**src/rtl/fetch_engine_if.sv**
```systemverilog
// fetch_engine_if -- groups the request, cache-memory and external burst
// signals of the line fetch engine. The engine connects through the slave
// modport; whatever issues requests and models the memories uses master.
interface fetch_engine_if #(
    parameter int addr_width = 32,
    parameter int list_depth = 4,
    parameter int data_width = 32,
    parameter int list_width = 32
);
    localparam int tag_w   = $clog2(list_depth);
    localparam int maddr_w = $clog2(list_depth) + $clog2(list_width);

    logic                  fetch_req;
    logic [1:0]            fetch_cmd;
    logic [tag_w-1:0]      fetch_tag;
    logic [addr_width-1:0] fetch_addr;
    logic                  fetch_gnt;
    logic                  fetch_done;

    logic                  mem_ren;
    logic [maddr_w-1:0]    mem_raddr;
    logic                  mem_rready;
    logic                  mem_rvalid;
    logic [data_width-1:0] mem_rdata;

    logic                  mem_wen;
    logic [maddr_w-1:0]    mem_waddr;
    logic [data_width-1:0] mem_wdata;
    logic [1:0]            mem_wpri;
    logic                  mem_wready;

    logic                  ext_req;
    logic                  ext_we;
    logic [addr_width-1:0] ext_addr;
    logic                  ext_gnt;
    logic                  ext_wvalid;
    logic [data_width-1:0] ext_wdata;
    logic                  ext_wready;
    logic                  ext_rvalid;
    logic [data_width-1:0] ext_rdata;
    logic                  ext_rready;

    modport master (
        output fetch_req, fetch_cmd, fetch_tag, fetch_addr,
        input  fetch_gnt, fetch_done,
        input  mem_ren, mem_raddr,
        output mem_rready, mem_rvalid, mem_rdata,
        input  mem_wen, mem_waddr, mem_wdata, mem_wpri,
        output mem_wready,
        input  ext_req, ext_we, ext_addr,
        output ext_gnt,
        input  ext_wvalid, ext_wdata,
        output ext_wready, ext_rvalid, ext_rdata,
        input  ext_rready
    );

    modport slave (
        input  fetch_req, fetch_cmd, fetch_tag, fetch_addr,
        output fetch_gnt, fetch_done,
        output mem_ren, mem_raddr,
        input  mem_rready, mem_rvalid, mem_rdata,
        output mem_wen, mem_waddr, mem_wdata, mem_wpri,
        input  mem_wready,
        output ext_req, ext_we, ext_addr,
        input  ext_gnt,
        output ext_wvalid, ext_wdata,
        input  ext_wready, ext_rvalid, ext_rdata,
        output ext_rready
    );
endinterface

```
**src/rtl/fetch_engine.sv**
```systemverilog
// fetch_engine -- moves one cache line at a time between the cache data
// memory and an external burst bus: writeback (cache -> ext) or fill
// (ext -> cache), through a one-entry beat buffer.
// Optional feature: define FETCH_PERF_CNT_EN to add the saturating
// perf_wb_cnt / perf_fill_cnt completion counters.
module fetch_engine #(
    parameter int addr_width = 32,
    parameter int list_depth = 4,
    parameter int data_width = 32,
    parameter int list_width = 32
) (
    input  logic          clk,
    input  logic          rst,
    fetch_engine_if.slave bus
`ifdef FETCH_PERF_CNT_EN
    ,
    output logic [15:0]   perf_wb_cnt,
    output logic [15:0]   perf_fill_cnt
`endif
);
    localparam int tag_w   = $clog2(list_depth);
    localparam int beat_w  = $clog2(list_width);
    localparam int cnt_w   = beat_w + 1;
    localparam int maddr_w = tag_w + beat_w;
    localparam int off_w   = $clog2(list_width * data_width / 8);

    localparam logic [cnt_w-1:0]      last_beat  = cnt_w'(list_width - 1);
    localparam logic [cnt_w-1:0]      beat_total = cnt_w'(list_width);
    localparam logic [addr_width-1:0] line_mask  = {addr_width{1'b1}} << off_w;

    typedef enum logic [2:0] {
        IDLE,
        WB_ADDR,
        WB_DATA,
        FILL_ADDR,
        FILL_DATA,
        DONE
    } state_t;

    state_t                state;
    state_t                state_n;
    logic [tag_w-1:0]      tag_q;
    logic [1:0]            cmd_q;
    logic [addr_width-1:0] line_q;
    logic [cnt_w-1:0]      rd_beat;
    logic [cnt_w-1:0]      wr_beat;
    logic                  buf_full;
    logic [data_width-1:0] buf_data;
    logic                  rd_pending;

    logic                  handshake;
    logic                  burst_start;
    logic                  rd_accept;
    logic                  rd_return;
    logic                  buf_load;
    logic                  buf_drain;

    // Next state, bus outputs and internal handshake strobes; everything is
    // forced to its idle value while rst is high so reset looks clean at once.
    always_comb begin
        state_n        = state;
        handshake      = 1'b0;
        burst_start    = 1'b0;
        rd_accept      = 1'b0;
        rd_return      = 1'b0;
        buf_load       = 1'b0;
        buf_drain      = 1'b0;
        bus.fetch_gnt  = 1'b0;
        bus.fetch_done = 1'b0;
        bus.mem_ren    = 1'b0;
        bus.mem_raddr  = '0;
        bus.mem_wen    = 1'b0;
        bus.mem_waddr  = '0;
        bus.mem_wdata  = '0;
        bus.mem_wpri   = 2'b00;
        bus.ext_req    = 1'b0;
        bus.ext_we     = 1'b0;
        bus.ext_addr   = '0;
        bus.ext_wvalid = 1'b0;
        bus.ext_wdata  = '0;
        bus.ext_rready = 1'b0;

        if (rst) begin
            bus.fetch_gnt = 1'b1;
        end else begin
            case (state)
                IDLE: begin
                    bus.fetch_gnt = 1'b1;
                    handshake     = bus.fetch_req;
                    if (bus.fetch_req) begin
                        case (bus.fetch_cmd)
                            2'b00:   state_n = WB_ADDR;
                            2'b01:   state_n = FILL_ADDR;
                            default: state_n = DONE;
                        endcase
                    end
                end
                WB_ADDR, FILL_ADDR: begin
                    bus.ext_req  = 1'b1;
                    bus.ext_we   = (cmd_q == 2'b00);
                    bus.ext_addr = line_q;
                    burst_start  = bus.ext_gnt;
                    if (bus.ext_gnt) begin
                        state_n = (state == WB_ADDR) ? WB_DATA : FILL_DATA;
                    end
                end
                WB_DATA: begin
                    bus.mem_ren = !buf_full && !rd_pending && (rd_beat < beat_total);
                    if (bus.mem_ren) begin
                        bus.mem_raddr = {tag_q, rd_beat[beat_w-1:0]};
                    end
                    rd_accept      = bus.mem_ren && bus.mem_rready;
                    rd_return      = bus.mem_rvalid;
                    buf_load       = bus.mem_rvalid && !buf_full;
                    bus.ext_wvalid = buf_full;
                    if (buf_full) begin
                        bus.ext_wdata = buf_data;
                    end
                    buf_drain = buf_full && bus.ext_wready;
                    if (buf_drain && (wr_beat == last_beat)) begin
                        state_n = DONE;
                    end
                end
                FILL_DATA: begin
                    bus.ext_rready = !buf_full;
                    buf_load       = bus.ext_rvalid && !buf_full;
                    bus.mem_wen    = buf_full;
                    if (buf_full) begin
                        bus.mem_waddr = {tag_q, wr_beat[beat_w-1:0]};
                        bus.mem_wdata = buf_data;
                        bus.mem_wpri  = 2'b01;
                    end
                    buf_drain = buf_full && bus.mem_wready;
                    if (buf_drain && (wr_beat == last_beat)) begin
                        state_n = DONE;
                    end
                end
                DONE: begin
                    bus.fetch_done = 1'b1;
                    state_n        = IDLE;
                end
                default: state_n = IDLE;
            endcase
        end
    end

    // State register, captured request fields, beat counters and the
    // one-entry buffer; a new burst always starts from an empty buffer.
    always_ff @(posedge clk) begin
        if (rst) begin
            state      <= IDLE;
            tag_q      <= '0;
            cmd_q      <= '0;
            line_q     <= '0;
            rd_beat    <= '0;
            wr_beat    <= '0;
            buf_full   <= 1'b0;
            buf_data   <= '0;
            rd_pending <= 1'b0;
        end else begin
            state <= state_n;
            if (handshake) begin
                tag_q  <= bus.fetch_tag;
                cmd_q  <= bus.fetch_cmd;
                line_q <= bus.fetch_addr & line_mask;
            end
            if (burst_start) begin
                rd_beat    <= '0;
                wr_beat    <= '0;
                buf_full   <= 1'b0;
                rd_pending <= 1'b0;
            end else begin
                if (rd_accept) begin
                    rd_beat    <= rd_beat + cnt_w'(1);
                    rd_pending <= 1'b1;
                end
                if (rd_return) begin
                    rd_pending <= 1'b0;
                end
                if (buf_load) begin
                    buf_full <= 1'b1;
                    buf_data <= (state == WB_DATA) ? bus.mem_rdata : bus.ext_rdata;
                end else if (buf_drain) begin
                    buf_full <= 1'b0;
                    wr_beat  <= wr_beat + cnt_w'(1);
                end
            end
        end
    end

`ifdef FETCH_PERF_CNT_EN
    // Count completed writebacks and fills on entry to DONE, saturating.
    always_ff @(posedge clk) begin
        if (rst) begin
            perf_wb_cnt   <= '0;
            perf_fill_cnt <= '0;
        end else begin
            if ((state == WB_DATA) && (state_n == DONE) && (perf_wb_cnt != 16'hFFFF)) begin
                perf_wb_cnt <= perf_wb_cnt + 16'd1;
            end
            if ((state == FILL_DATA) && (state_n == DONE) && (perf_fill_cnt != 16'hFFFF)) begin
                perf_fill_cnt <= perf_fill_cnt + 16'd1;
            end
        end
    end
`endif

endmodule

```
**src/flat_wrapper.sv**
```systemverilog
// flat-port wrapper written by rule: the top's interface ports become plain ports
module fetch_engine_flat 
#(
    parameter int addr_width = 32,
    parameter int list_depth = 4,
    parameter int data_width = 32,
    parameter int list_width = 32
)
  (clk, rst, bus_fetch_req, bus_fetch_cmd, bus_fetch_tag, bus_fetch_addr, bus_fetch_gnt, bus_fetch_done, bus_mem_ren, bus_mem_raddr, bus_mem_rready, bus_mem_rvalid, bus_mem_rdata, bus_mem_wen, bus_mem_waddr, bus_mem_wdata, bus_mem_wpri, bus_mem_wready, bus_ext_req, bus_ext_we, bus_ext_addr, bus_ext_gnt, bus_ext_wvalid, bus_ext_wdata, bus_ext_wready, bus_ext_rvalid, bus_ext_rdata, bus_ext_rready);
  fetch_engine_if #(.addr_width(addr_width), .list_depth(list_depth), .data_width(data_width), .list_width(list_width)) bus_i ();
  input  logic clk;
  input  logic rst;
  input wire logic [$bits(bus_i.fetch_req)-1:0] bus_fetch_req;
  input wire logic [$bits(bus_i.fetch_cmd)-1:0] bus_fetch_cmd;
  input wire logic [$bits(bus_i.fetch_tag)-1:0] bus_fetch_tag;
  input wire logic [$bits(bus_i.fetch_addr)-1:0] bus_fetch_addr;
  output wire logic [$bits(bus_i.fetch_gnt)-1:0] bus_fetch_gnt;
  output wire logic [$bits(bus_i.fetch_done)-1:0] bus_fetch_done;
  output wire logic [$bits(bus_i.mem_ren)-1:0] bus_mem_ren;
  output wire logic [$bits(bus_i.mem_raddr)-1:0] bus_mem_raddr;
  input wire logic [$bits(bus_i.mem_rready)-1:0] bus_mem_rready;
  input wire logic [$bits(bus_i.mem_rvalid)-1:0] bus_mem_rvalid;
  input wire logic [$bits(bus_i.mem_rdata)-1:0] bus_mem_rdata;
  output wire logic [$bits(bus_i.mem_wen)-1:0] bus_mem_wen;
  output wire logic [$bits(bus_i.mem_waddr)-1:0] bus_mem_waddr;
  output wire logic [$bits(bus_i.mem_wdata)-1:0] bus_mem_wdata;
  output wire logic [$bits(bus_i.mem_wpri)-1:0] bus_mem_wpri;
  input wire logic [$bits(bus_i.mem_wready)-1:0] bus_mem_wready;
  output wire logic [$bits(bus_i.ext_req)-1:0] bus_ext_req;
  output wire logic [$bits(bus_i.ext_we)-1:0] bus_ext_we;
  output wire logic [$bits(bus_i.ext_addr)-1:0] bus_ext_addr;
  input wire logic [$bits(bus_i.ext_gnt)-1:0] bus_ext_gnt;
  output wire logic [$bits(bus_i.ext_wvalid)-1:0] bus_ext_wvalid;
  output wire logic [$bits(bus_i.ext_wdata)-1:0] bus_ext_wdata;
  input wire logic [$bits(bus_i.ext_wready)-1:0] bus_ext_wready;
  input wire logic [$bits(bus_i.ext_rvalid)-1:0] bus_ext_rvalid;
  input wire logic [$bits(bus_i.ext_rdata)-1:0] bus_ext_rdata;
  output wire logic [$bits(bus_i.ext_rready)-1:0] bus_ext_rready;
  assign bus_i.fetch_req = bus_fetch_req;
  assign bus_i.fetch_cmd = bus_fetch_cmd;
  assign bus_i.fetch_tag = bus_fetch_tag;
  assign bus_i.fetch_addr = bus_fetch_addr;
  assign bus_fetch_gnt = bus_i.fetch_gnt;
  assign bus_fetch_done = bus_i.fetch_done;
  assign bus_mem_ren = bus_i.mem_ren;
  assign bus_mem_raddr = bus_i.mem_raddr;
  assign bus_i.mem_rready = bus_mem_rready;
  assign bus_i.mem_rvalid = bus_mem_rvalid;
  assign bus_i.mem_rdata = bus_mem_rdata;
  assign bus_mem_wen = bus_i.mem_wen;
  assign bus_mem_waddr = bus_i.mem_waddr;
  assign bus_mem_wdata = bus_i.mem_wdata;
  assign bus_mem_wpri = bus_i.mem_wpri;
  assign bus_i.mem_wready = bus_mem_wready;
  assign bus_ext_req = bus_i.ext_req;
  assign bus_ext_we = bus_i.ext_we;
  assign bus_ext_addr = bus_i.ext_addr;
  assign bus_i.ext_gnt = bus_ext_gnt;
  assign bus_ext_wvalid = bus_i.ext_wvalid;
  assign bus_ext_wdata = bus_i.ext_wdata;
  assign bus_i.ext_wready = bus_ext_wready;
  assign bus_i.ext_rvalid = bus_ext_rvalid;
  assign bus_i.ext_rdata = bus_ext_rdata;
  assign bus_ext_rready = bus_i.ext_rready;
  fetch_engine #(.addr_width(addr_width), .list_depth(list_depth), .data_width(data_width), .list_width(list_width)) u_core (.clk(clk), .rst(rst), .bus(bus_i));
endmodule
```
**config.mk**
```make
export PLATFORM = sky130hd
export DESIGN_NAME = fetch_engine_flat
export DESIGN_NICKNAME = d
export VERILOG_FILES = /design/src/rtl/fetch_engine_if.sv /design/src/rtl/fetch_engine.sv /design/src/flat_wrapper.sv
export SDC_FILE = /design/constraint.sdc
export NUM_CORES = 1
export LEC_CHECK = 0
export BUFFER_PORTS_ARGS = -buffer_cell sky130_fd_sc_hd__buf_2
export CORE_ASPECT_RATIO = 1.25
export CORE_MARGIN = 2
export CORE_UTILIZATION = 39
export CTS_CLUSTER_DIAMETER = 80
export DETAILED_ROUTE_END_ITERATION = 10
export GPL_TIMING_DRIVEN = 0
export PLACE_DENSITY_LB_ADDON = 0.2
export SLEW_MARGIN = 40
export SYNTH_ARGS = -nofsm -noshare
export SYNTH_HDL_FRONTEND = slang
export SYNTH_SLANG_ARGS = --single-unit
```
**constraint.sdc**
```tcl
create_clock -name clk -period 4.1 [get_ports clk]
set_input_delay 0.205 -clock clk [delete_from_list [all_inputs] [get_ports clk]]
set_output_delay 0.205 -clock clk [all_outputs]
set_load 0.02 [all_outputs]
```
* Word level (Yosys, flattened, before mapping) *
Index checks and enable logic that the tools add are counted.

word-level totals
  register bits = 78
  output and inout bits = 120

operators by class
  $add $sub $neg = 2
  order comparisons = 1
  reductions and logical operators = 21
  mux-type cells = 54
  equality and inequality tests = 11
  bitwise logic cells = 2

operators by type and width
  operator                                                               count
  32-bit two-way mux                                                     8
  7-bit two-way mux                                                      6
  1-bit two-way mux                                                      29
  3-bit two-way mux                                                      5
  6-bit by 1-bit adder with 6-bit output, second input constant          2
  3-bit one-hot mux with 4 select lines                                  1
  1-bit logical AND                                                      9
  3-bit by 2-bit equality test with 1-bit output, second input constant  2
  3-bit equality test, second input constant                             2
  6-bit by 5-bit equality test with 1-bit output, second input constant  1
  6-bit less-than comparator, second input constant                      1
  3-bit one-hot mux with 2 select lines                                  1
  2-bit zero test                                                        2
  2-bit two-way mux                                                      2
  2-bit by 1-bit != test with 1-bit output, second input constant        2
  2-bit != test, second input constant                                   2
  1-bit one-hot mux with 2 select lines                                  2
  2-bit AND reduction                                                    2
  4-bit AND reduction                                                    1
  2-bit OR reduction                                                     2
  3-bit by 1-bit equality test with 1-bit output, second input constant  1
  3-bit zero test                                                        1
  3-bit OR reduction                                                     1
  2-bit by 1-bit equality test with 1-bit output, second input constant  1
  3 further kinds                                                        5

* Longest topological paths before layout *
Gate-level depths: netlist of run 1.

  word-level depth = 6
  depth in mapped cells = 7
  mapped depth without buffers = 5

* Worst setup path after synthesis of run 1 *
OpenSTA, ideal clock, no wires.

  kind = register to output
  start point = register u_core.state[0]
  end point = output port bus_mem_raddr[0]
  stages on the path, launching flop included = 5
  data arrival time = 1.575 ns
  path slack = 2.320 ns
  data required time = 3.895 ns
  cells stage by stage = dfxtp_1 > buf_2 > nor4b_2 > nor4b_4 > and2_1

between the ends
  longest elaborated chain between the ends = 3

RTL lines
  item                                            RTL line             RTL
  start, declared                                 fetch_engine.sv:40   state_t state;
  start signal, assigned                          fetch_engine.sv:161  state <= state_n;
  3-bit by 2-bit equality test with 1-bit output  fetch_engine.sv:86   case (state)
  7-bit two-way mux                               fetch_engine.sv:86
  7-bit two-way mux                               fetch_engine.sv:83   if (rst) begin
  end, declared                                   flat_wrapper.sv:20   output wire logic [$bits(bus_i.mem_raddr)-1:0] bus_mem_raddr;

No other way between the ends.

* Worst setup path in the final report of run 1 *
  start point = register u_core.state[0]
  end point = output port bus_ext_addr[22]

between the ends
  longest elaborated chain between the ends = 4
  elaborated cells on any way between the ends = 5
  classes of those cells = eq/ne: 2; mux: 2; reduce/logical: 1

RTL lines
  item                                                                                                                     RTL line            RTL
  3-bit by 2-bit equality test with 1-bit output / 3-bit by 1-bit equality test with 1-bit output (equally long branches)  fetch_engine.sv:86
  2-bit OR reduction *                                                                                                     fetch_engine.sv:86
  32-bit two-way mux *                                                                                                     fetch_engine.sv:86
  32-bit two-way mux *                                                                                                     fetch_engine.sv:83
  end, declared                                                                                                            flat_wrapper.sv:31  output wire logic [$bits(bus_i.ext_addr)-1:0] bus_ext_addr;

Mark *: on every way between the ends. The rest lies on a longest branch, timed or not.

==> results of run 1 <==
## Yosys cell counts (all sizes together), types with 3 or more instances
master / n / area [sq um]
clkbuf: 20 / 77.57
nor4b: 3 / 53.80
dfxtp: 78 / 1562
and3: 34 / 212.7
nand2: 67 / 251.5
nand3b: 4 / 30.03
buf: 32 / 226.5
nor4: 3 / 18.77
a21oi: 37 / 188.9
nor2: 43 / 161.4
nand3: 6 / 30.03
and2: 73 / 456.7
mux2i: 37 / 370.4
nand2b: 3 / 18.77
a211oi: 34 / 355.3
xor2: 3 / 26.28
## per-layer routing
metal	vias to the layer above	wire length, um
li1	2169	-
met1	1928	4956
met2	162	6139
met3	11	956
met4	0	155
met5	-	0
## worst max path at each step
stage / depth (start not counted) / startpoint / to / slack [ps]
6_report: 6 / u_core.state[0]$_SDFFE_PP0P_ / bus_ext_addr[22] / 1670
2_1_floorplan: 4 / u_core.state[0]$_SDFFE_PP0P_ / bus_mem_raddr[0] / 2320
3_3_place_gp: 5 / u_core.buf_full$_SDFFE_PP0P_ / bus_mem_waddr[5] / 1990
3_5_place_dp: 6 / rst / bus_mem_waddr[3] / 1990
5_1_grt: 5 / u_core.buf_full$_SDFFE_PP0P_ / bus_mem_wdata[31] / 1510
4_1_cts: 5 / u_core.buf_full$_SDFFE_PP0P_ / bus_mem_waddr[3] / 1620
## kinds of logic after synthesis
family,count (synthesis),synth area share [%]
compound gates,80,14.61
xor+xnor,5,1.029
fa+ha+maj,2,0.5878
buf+inv,54,7.319
flops,78,36.68
mux,37,8.701
other cells,1,0.08810
simple gates,248,30.98
## through the flow
stage | instances | hold slack, ps
5_1_grt | 872 | 78.88
3_3_place_gp | 856 | 432.2
6_report | 872 | 93.64
2_1_floorplan | 512 | 300.6
4_1_cts | 872 | 85.38
3_5_place_dp | 856 | 442.2
## layout make-up
cell class | instances | area [sq um]
repair buffers | 212 | 1061
well taps | 132 | 165.2
inverters | 2 | 7.507
clock inverters | 4 | 70.07
clock buffers | 12 | 246.5
fillers | 1038 | 4790
flip-flops and latches | 78 | 1562
plain buffers | 52 | 304.0
multi-input cells | 380 | 2410
## registers in the layout (all words and copies together) (netlist names)
register           cells
u_core.cmd_q           2
u_core.rd_beat         6
u_core.buf_data       32
u_core.buf_full        1
u_core.rd_pending      1
u_core.tag_q           2
u_core.line_q         25
u_core.wr_beat         6
u_core.state           3
## power by group through the flow
stage                     clock (mW)  combinational [mW]  sequential [mW]
after floorplan                    0               0.611            0.940
after global placement             0               0.798            0.958
after detailed placement           0               0.816            0.965
after CTS                      0.867               0.818            0.949
after global routing           0.904               0.900            0.963
final                          0.849               0.812            0.950
## worst reg2reg max path, delay by kind of cell, from the launching register on
| family | cells | cell delay (ps) |
|---|---|---|
| compound gates | 2 | 310 |
| buf+inv | 1 | 280 |
| flops | 1 | 340 |
| simple gates | 2 | 750 |
==> summary.md, run 1 <==
| Metric | Value |
|---|---|
| Outcome | `finished, final reports clean` |
| Area after DPL | `5509 sq um` |
| GR Util met3 | `4.971%` |
| Combinational Power Share | `31.1%` |
| Required time worst endpoint | `3890 ps` |
| CORE AREA | `10620 sq um` |
| Post-synth EDFFs | `0` |
| Slew @ Worst Pin | `636.4 ps` |
| PostCTS Resize Cnt | `0` |
| Commonest non-fill, non-tap cell in the layout | `buf_2` |
| Post-synthesis register bit count | `78` |
| Final Worst Setup Slack | `1666 ps` |
| Final core occ | `54.88%` |
| Clock sink count | `78` |
| Row Count | `42` |
| Worst Reg2Reg Path Length in Cells | `5` |
| GR Overflow Total | `0` |
| Critical R2R Launch | `u_core.buf_full$_SDFFE_PP0P_` |
| Skew final | `7.536 ps` |
| Sequential area share after synthesis | `36.68%` |
| H-tree levels | `3` |
| RSZ-0062 raised after global routing | `false` |
| CTS tree | `built` |
| Worst skew pair latency | `330 ps` |
| Reg power frac | `36.4%` |
| Setup TNS | `0 ps` |
| Switching share of power | `32.76%` |
| Pre-antenna DRT Iters | `4` |
| Critical-path top delay cell | `dfxtp_1` |
| Delay-heaviest family, CP | `buffers and inverters` |
| Dominant synthesized flop cell | `dfxtp_1` |
| CTS Hold Bufs | `0` |
| Post-CTS Setup Inserts | `0` |
| Peak supply drop | `0.3071 mV` |
| CP Class | `reg2out` |
| Reg-to-reg setup timing slack | `2310 ps` |
| Total Nets Final | `846` |
| Critical Path AT | `2230 ps` |
| Buffers on Ports | `212` |
| Tightest Hold Check Type | `in2reg` |
| HP Start | `bus_mem_rvalid` |
| Most used cell, CP | `buf_2` |
| Root Driver | `clkbuf_16` |
| FFs w/ async S/R, synth | `0%` |
| Largest net degree at the start of global routing | `13` |
| Clock share of power | `32.5%` |
| Vias/cell | `4.897` |
| Final setup fails | `0` |
| Most frequent cells in the layout | `buf_2, dfxtp_1, and2_1` |
| First-pass GRT wire length | `19.29 mm` |
| Met1 GRT Util | `22.89%` |
| Final hold vios | `0` |
| Die Ht | `120.8 um` |
| CP peak stage delay | `410 ps` |
| Combined buffer and inverter count along the critical path | `3` |
| Worst R2R End | `u_core.rd_beat[4]$_SDFFE_PP0P_` |
| Slew HR | `57.38%` |
| Initial core utilization | `40.10%` |
| Vias in the first global route | `4067` |
| CTS clk-pin slew, worst paths | `60 ps` |
| Overall Power | `2.610 mW` |
| Maximum clock insertion buffer count | `2` |
| Synth Instances | `505` |
| Hold Path Stages | `2` |
| Synthesis-to-finish area growth | `36.86%` |
| Post-layout min period | `2434 ps` |
| DP Worst Slack | `1989 ps` |
| Leak Pwr | `2.860 nW` |
| Via count | `4270` |
| Yosys cell types | `42` |
| Ant diodes | `0` |
| Routed length per instance | `14.00 um` |
| Grt met2 use | `36.29%` |
| Drt initial violations | `98` |
| Power per Cell Area | `448.0 nW/um^2` |
| Design area | `5826 sq um` |
| Hold Path End | `u_core.rd_pending$_SDFFE_PP0P_` |
| DR DRC count | `0` |
| Die area | `11770 sq um` |
| Gr busiest metal | `met2` |
| Fmax | `0.4108 GHz` |
| I/O pin total | `229` |
| Layout cells sized above 1 | `38.78%` |
| Slew Limit Fails | `0` |
| Synthesized cell area | `4257 sq um` |
| Period utilization | `59.37%` |
| Gpl congestion | `0.7979` |
| All-Layer GR Usage | `19.96%` |
| Post-detail-place hpwl | `9.574 mm` |
| Die Wd | `97.44 um` |
| Crit-path max FO | `10` |
| Worst setup EP type | `output port` |
| CP Launch Type | `register` |
| Routed Antenna Nets | `0` |
| Sw Pwr | `0.8551 mW` |
| Internal power | `1.755 mW` |
| DRT Wirelength | `12.21 mm` |
| Max Cap Violations | `0` |
| Initial antenna violation count | `0` |
| Avg Inst Size Synth | `8.429 sq um` |
| Num CTS Buffers | `9` |
| Syn. warnings | `0` |
| Critical path, cell by cell | `buf_2, nand2b_1, nor2_1, clkbuf_1, and2_1, buf_2` |
(Power assumes the default switching activity.)
==> run 2: changes to the inputs <==
- clock period: 4.1 -> 2.45 ns (I/O delays scaled with it)
==> summary.md, run 2 (synthesis results as in run 1) <==
| Metric | Value |
|---|---|
| Outcome | `finished, final reports clean` |
| Overall Power | `4.367 mW (+67%)` |
| Buffers on Ports | `212 (unchanged)` |
| Routed Antenna Nets | `0 (unchanged)` |
| Skew final | `8.045 ps (+0.5088 ps)` |
| Tightest Hold Check Type | `in2reg` |
| Crit-path max FO | `10 (unchanged)` |
| Largest regs | `u_core.buf_data: 32 flops, u_core.line_q: 25 flops` |
| CTS tree | `built` |
| Layout cells sized above 1 | `39.00% (+0.22 points)` |
| DR DRC count | `0 (unchanged)` |
| Drt initial violations | `100 (+2.0%)` |
| Post-detail-place hpwl | `9.574 mm (unchanged)` |
| Synthesis-to-finish area growth | `37.18%` |
| Worst setup EP type | `output port` |
| Maximum clock insertion buffer count | `2 (unchanged)` |
| Power per Cell Area | `747.9 nW/um^2 (+67%)` |
| Vias in the first global route | `4067 (unchanged)` |
| Required time worst endpoint | `2330 ps (-1560 ps)` |
| Pre-antenna DRT Iters | `4 (unchanged)` |
| Final hold vios | `0 (unchanged)` |
| Root Driver | `clkbuf_16` |
| Max Cap Violations | `0 (unchanged)` |
| Initial core utilization | `40.10% (unchanged)` |
| CP Launch Type | `register` |
| Placed Cells | `856 (unchanged)` |
| Post-layout min period | `2244 ps` |
| All-Layer GR Usage | `19.96% (unchanged)` |
| Hold Slack | `21.03 ps (-72.62 ps)` |
| Slew HR | `56.99% (-0.39 points)` |
| Period utilization | `91.58%` |
| DP Worst Slack | `427.7 ps (-1561 ps)` |
| Top reg by flops | `u_core.buf_data` |
| Die Ht | `120.8 um (unchanged)` |
| Via count | `4261 (-0.21%)` |
| Die area | `11770 sq um (unchanged)` |
| Critical-path top delay cell | `or3b_1` |
| Final setup fails | `0 (unchanged)` |
| CORE AREA | `10620 sq um (unchanged)` |
| Critical path, cell by cell | `or3b_1, nor2_1, clkbuf_1, and2_1, buf_2` |
| H-tree levels | `3 (unchanged)` |
| GR Overflow Total | `0 (unchanged)` |
| Peak supply drop | `0.5136 mV (+67%)` |
| Max reg flops | `32 (unchanged)` |
| RSZ-0062 raised after global routing | `false` |
| CP Class | `reg2out` |
| DRT Wirelength | `12.21 mm (about the same)` |
| Slew Limit Fails | `0 (unchanged)` |
| Worst skew pair latency | `330 ps (about the same)` |
| Largest net degree at the start of global routing | `13 (unchanged)` |
| Routed length per instance | `13.99 um (about the same)` |
| Fin cells | `873 (+0.11%)` |
| Slew @ Worst Pin | `642.2 ps (+5.823 ps)` |
| Gpl congestion | `0.7979 (unchanged)` |
| Num CTS Buffers | `9 (unchanged)` |
| Fmax | `0.4457 GHz` |
| Initial antenna violation count | `0 (unchanged)` |
| Vias/cell | `4.881 (-0.33%)` |
| Leak Pwr | `2.867 nW (+0.26%)` |
| Die Wd | `97.44 um (unchanged)` |
| Total Nets Final | `847 (+0.12%)` |
| CP peak stage delay | `430 ps (+20 ps)` |
| Commonest non-fill, non-tap cell in the layout | `buf_2` |
| CTS clk-pin slew, worst paths | `60 ps (about the same)` |
| Ant diodes | `0 (unchanged)` |
| Row Count | `42 (unchanged)` |
| Setup TNS | `0 ps (unchanged)` |
| Clock sink count | `78 (unchanged)` |
| Most frequent cells in the layout | `buf_2, dfxtp_1, and2_1` |
| Critical Path AT | `2120 ps (-110 ps)` |
| First-pass GRT wire length | `19.29 mm (unchanged)` |
| I/O pin total | `229 (unchanged)` |
| Final Worst Setup Slack | `206.4 ps (-1459 ps)` |
run 2: power breakdown:
| part | switching [mW] | internal [mW] |
|---|---|---|
| Clock | 0.500 | 0.917 |
| Sequential | 0.122 | 1.47 |
| Combinational | 0.808 | 0.554 |
| Total | 1.43 | 2.94 |
run 2: per-stage QoR:
| step | utilization [%] | area (sq um) |
|---|---|---|
| 2_1_floorplan | - | 4283 |
| 3_3_place_gp | 51.90 | 5509 |
| 3_5_place_dp | 51.90 | 5509 |
| 4_1_cts | 54.88 | 5826 |
| 5_1_grt | 55.01 | 5839 |
| 6_report | 55.01 | 5839 |
run 2: path summary, 6_finish.rpt:
kind	from	to	slack, ps	depth (start not counted)
worst min-delay path	bus_fetch_addr[7]	u_core.line_q[7]$_SDFFE_PP0P_	20	3
worst max-delay path	u_core.buf_full$_SDFFE_PP0P_	bus_mem_wdata[9]	210	5
worst min register to register	u_core.line_q[22]$_SDFFE_PP0P_	u_core.line_q[22]$_SDFFE_PP0P_	450	2
worst max register to register	u_core.buf_full$_SDFFE_PP0P_	u_core.rd_beat[4]$_SDFFE_PP0P_	660	5
run 2: cell type report:
cell class / count / area (sq um)
clock buffer: 12 / 246.5
tap: 132 / 165.2
inverter: 2 / 7.507
timing repair buffer: 213 / 1071
clock inverter: 4 / 70.07
buffer: 52 / 305.3
fill: 1036 / 4776
multi-input combinational: 380 / 2412
sequential: 78 / 1562
run 2: what timing repair did:
item	CTS	global route
resized for setup	0	3
buffers inserted	0	0
endpoints found under the hold margin	0	1
setup endpoints to repair	0	29
hold buffers	0	1
run 2: metal layers:
| layer | track usage [%] | up-vias | share of wire [%] |
|---|---|---|---|
| met5 | 0 | - | 0 |
| met4 | 6.337 | 0 | 1.3 |
| met3 | 4.971 | 11 | 7.7 |
| met2 | 36.29 | 155 | 51 |
| met1 | 22.89 | 1926 | 40 |
| li1 | - | 2169 | - |
run 2: critical path: cells and delay by family (launching register included):
family	cells	cell delay, ps
buffers and inverters	2	480
AND/OR/NAND/NOR	3	920
flip-flops	1	380
==> run 3: changes to the inputs <==
- CORE_UTILIZATION: 39 -> 45
==> summary.md, run 3 (synthesis results as in run 1) <==
| Metric | Value |
|---|---|
| Slew Limit Fails | `0 (unchanged)` |
| DR DRC count | `0 (unchanged)` |
| Routed length per instance | `14.10 um (+0.77%)` |
| Design area | `5804 sq um (-0.60%)` |
| Fin cells | `863 (-1.1%)` |
| DP Worst Slack | `430.3 ps (+2.620 ps)` |
| Period utilization | `91.84% (+0.26 points)` |
| Initial core utilization | `46.40% (+6.3 points)` |
| Max Cap Violations | `0 (unchanged)` |
| Layout cells sized above 1 | `39.19% (+0.19 points)` |
| Critical Path AT | `2130 ps (about the same)` |
| Die Wd | `90.99 um (-6.6%)` |
| Final setup fails | `0 (unchanged)` |
| CORE AREA | `9174 sq um (-14%)` |
| Critical path, cell by cell | `or3b_1, nor2_2, clkbuf_1, and2_1, buf_2` |
| Clock sink count | `78 (unchanged)` |
| Tightest Hold Check Type | `in2reg` |
| Leak Pwr | `2.855 nW (-0.42%)` |
| Max reg flops | `32 (unchanged)` |
| Post-CTS Setup Inserts | `0 (unchanged)` |
| Root Driver | `clkbuf_16` |
| Final Worst Setup Slack | `200.0 ps (-6.391 ps)` |
| Top reg by flops | `u_core.buf_data` |
| CP Launch Type | `register` |
| Row Count | `39 (-7.1%)` |
| Outcome | `finished, final reports clean` |
| CP Class | `reg2out` |
| I/O pin total | `229 (unchanged)` |
| Buffers on Ports | `212 (unchanged)` |
| Crit-path max FO | `10 (unchanged)` |
| Most frequent cells in the layout | `buf_2, dfxtp_1, and2_1` |
| Commonest non-fill, non-tap cell in the layout | `buf_2` |
| Maximum clock insertion buffer count | `2 (unchanged)` |
| Via count | `4206 (-1.3%)` |
| Layout fillers | `858 (-17%)` |
| CTS clk-pin slew, worst paths | `60 ps (about the same)` |
| Delay-heaviest family, CP | `simple AND/OR/NAND/NOR gates` |
| Post-layout min period | `2250 ps (+6.391 ps)` |
| Critical-path top delay cell | `or3b_1` |
| Largest regs | `u_core.buf_data: 32 flops, u_core.line_q: 25 flops` |
| Total Nets Final | `846 (-0.12%)` |
| Routed Antenna Nets | `0 (unchanged)` |
| CP peak stage delay | `450 ps (+20 ps)` |
| RSZ-0062 raised after global routing | `true` |
| Num CTS Buffers | `9 (unchanged)` |
| Combined buffer and inverter count along the critical path | `2 (unchanged)` |
| Pre-antenna DRT Iters | `4 (unchanged)` |
| Register Area | `1562 sq um (unchanged)` |
| Die area | `10260 sq um (-13%)` |
| Worst setup EP type | `output port` |
| Largest net degree at the start of global routing | `13 (unchanged)` |
| Post-detail-place hpwl | `9.481 mm (-0.97%)` |
| Vias/cell | `4.874 (-0.15%)` |
| All-Layer GR Usage | `23.30% (+3.3 points)` |
| Slew @ Worst Pin | `680.5 ps (+38.30 ps)` |
| Multi-input gate area | `2415 sq um (+0.10%)` |
| Slew HR | `54.63% (-2.4 points)` |
| Final hold vios | `0 (unchanged)` |
| Peak supply drop | `0.5162 mV (+0.50%)` |
| Die Ht | `112.7 um (-6.7%)` |
| DRT Wirelength | `12.17 mm (-0.38%)` |
| Skew final | `3.566 ps (-4.479 ps)` |
| Synthesis-to-finish area growth | `36.36%` |
| Area after DPL | `5498 sq um (-0.20%)` |
| GR Overflow Total | `0 (unchanged)` |
| First-pass GRT wire length | `19.50 mm (+1.1%)` |
| Power per Cell Area | `738.5 nW/um^2 (-1.3%)` |
| Final core occ | `63.27% (+8.3 points)` |
| Gpl congestion | `0.8453 (+5.9%)` |
| Required time worst endpoint | `2330 ps (about the same)` |
| Drt initial violations | `106 (+6.0%)` |
| Placed Cells | `847 (-1.1%)` |
| Fmax | `0.4444 GHz (-0.28%)` |
| Vias in the first global route | `4130 (+1.5%)` |
| Ant diodes | `0 (unchanged)` |
| CTS tree | `built` |
| Worst skew pair latency | `330 ps (about the same)` |
| Initial antenna violation count | `0 (unchanged)` |
| H-tree levels | `3 (unchanged)` |
run 3: changes by cell type in the layout (fill, tap and decap cells not counted):
cell	delta
nor2_2	+1
nor2_1	-1
clkbuf_8	+1
clkbuf_2	-1
dlygate4sd3_1	-1
clkinv_2	+1
bufinv_16	-1
run 3: layout make-up:
type,count,area share (%)
inverters,2,0.1293
repair buffers,212,18.28
clock inverters,4,0.7760
flip-flops and latches,78,26.90
multi-input cells,380,41.60
plain buffers,52,5.238
well taps,123,2.651
clock buffers,12,4.419
run 3: stage by stage:
stage               setup TNS (ps)  total power, mW  hold slack (ps)
floorplan                        0            2.596            218.1
detailed placement               0            2.973            353.9
CTS                              0            4.313            1.192
global placement                 0            2.933            346.8
global route                -8.708            4.543            3.369
finish                           0            4.287            6.359
run 3: per-layer routing:
metal	up-vias	part of all wire [%]	track usage (%)
met3	11	7.9	6.924
met4	0	0.89	5.758
met5	-	0	0
met1	1885	41	27.13
li1	2161	-	-
met2	149	50	41.88
run 3: worst paths after layout:
| kind | start | to | slack [ps] | depth (start not counted) |
|---|---|---|---|---|
| min | bus_mem_rvalid | u_core.rd_pending$_SDFFE_PP0P_ | 6 | 2 |
| max reg2reg | u_core.state[1]$_SDFFE_PP0P_ | u_core.buf_data[13]$_SDFFE_PP0P_ | 640 | 6 |
| min reg2reg | u_core.line_q[18]$_SDFFE_PP0P_ | u_core.line_q[18]$_SDFFE_PP0P_ | 450 | 2 |
| max | u_core.buf_full$_SDFFE_PP0P_ | bus_mem_wdata[31] | 200 | 5 |
run 3: what timing repair did:
action	in CTS	in global routing
gates resized for setup	0	2
setup endpoints to repair	0	45
hold buffers	0	0
hold endpoints to repair	0	0
run 3: power by group:
group | internal, mW | switching, mW | leakage, nW
Combinational | 0.554 | 0.812 | 2.07
Sequential | 1.47 | 0.118 | 0.634
Clock | 0.839 | 0.497 | 0.152
Total | 2.86 | 1.43 | 2.86
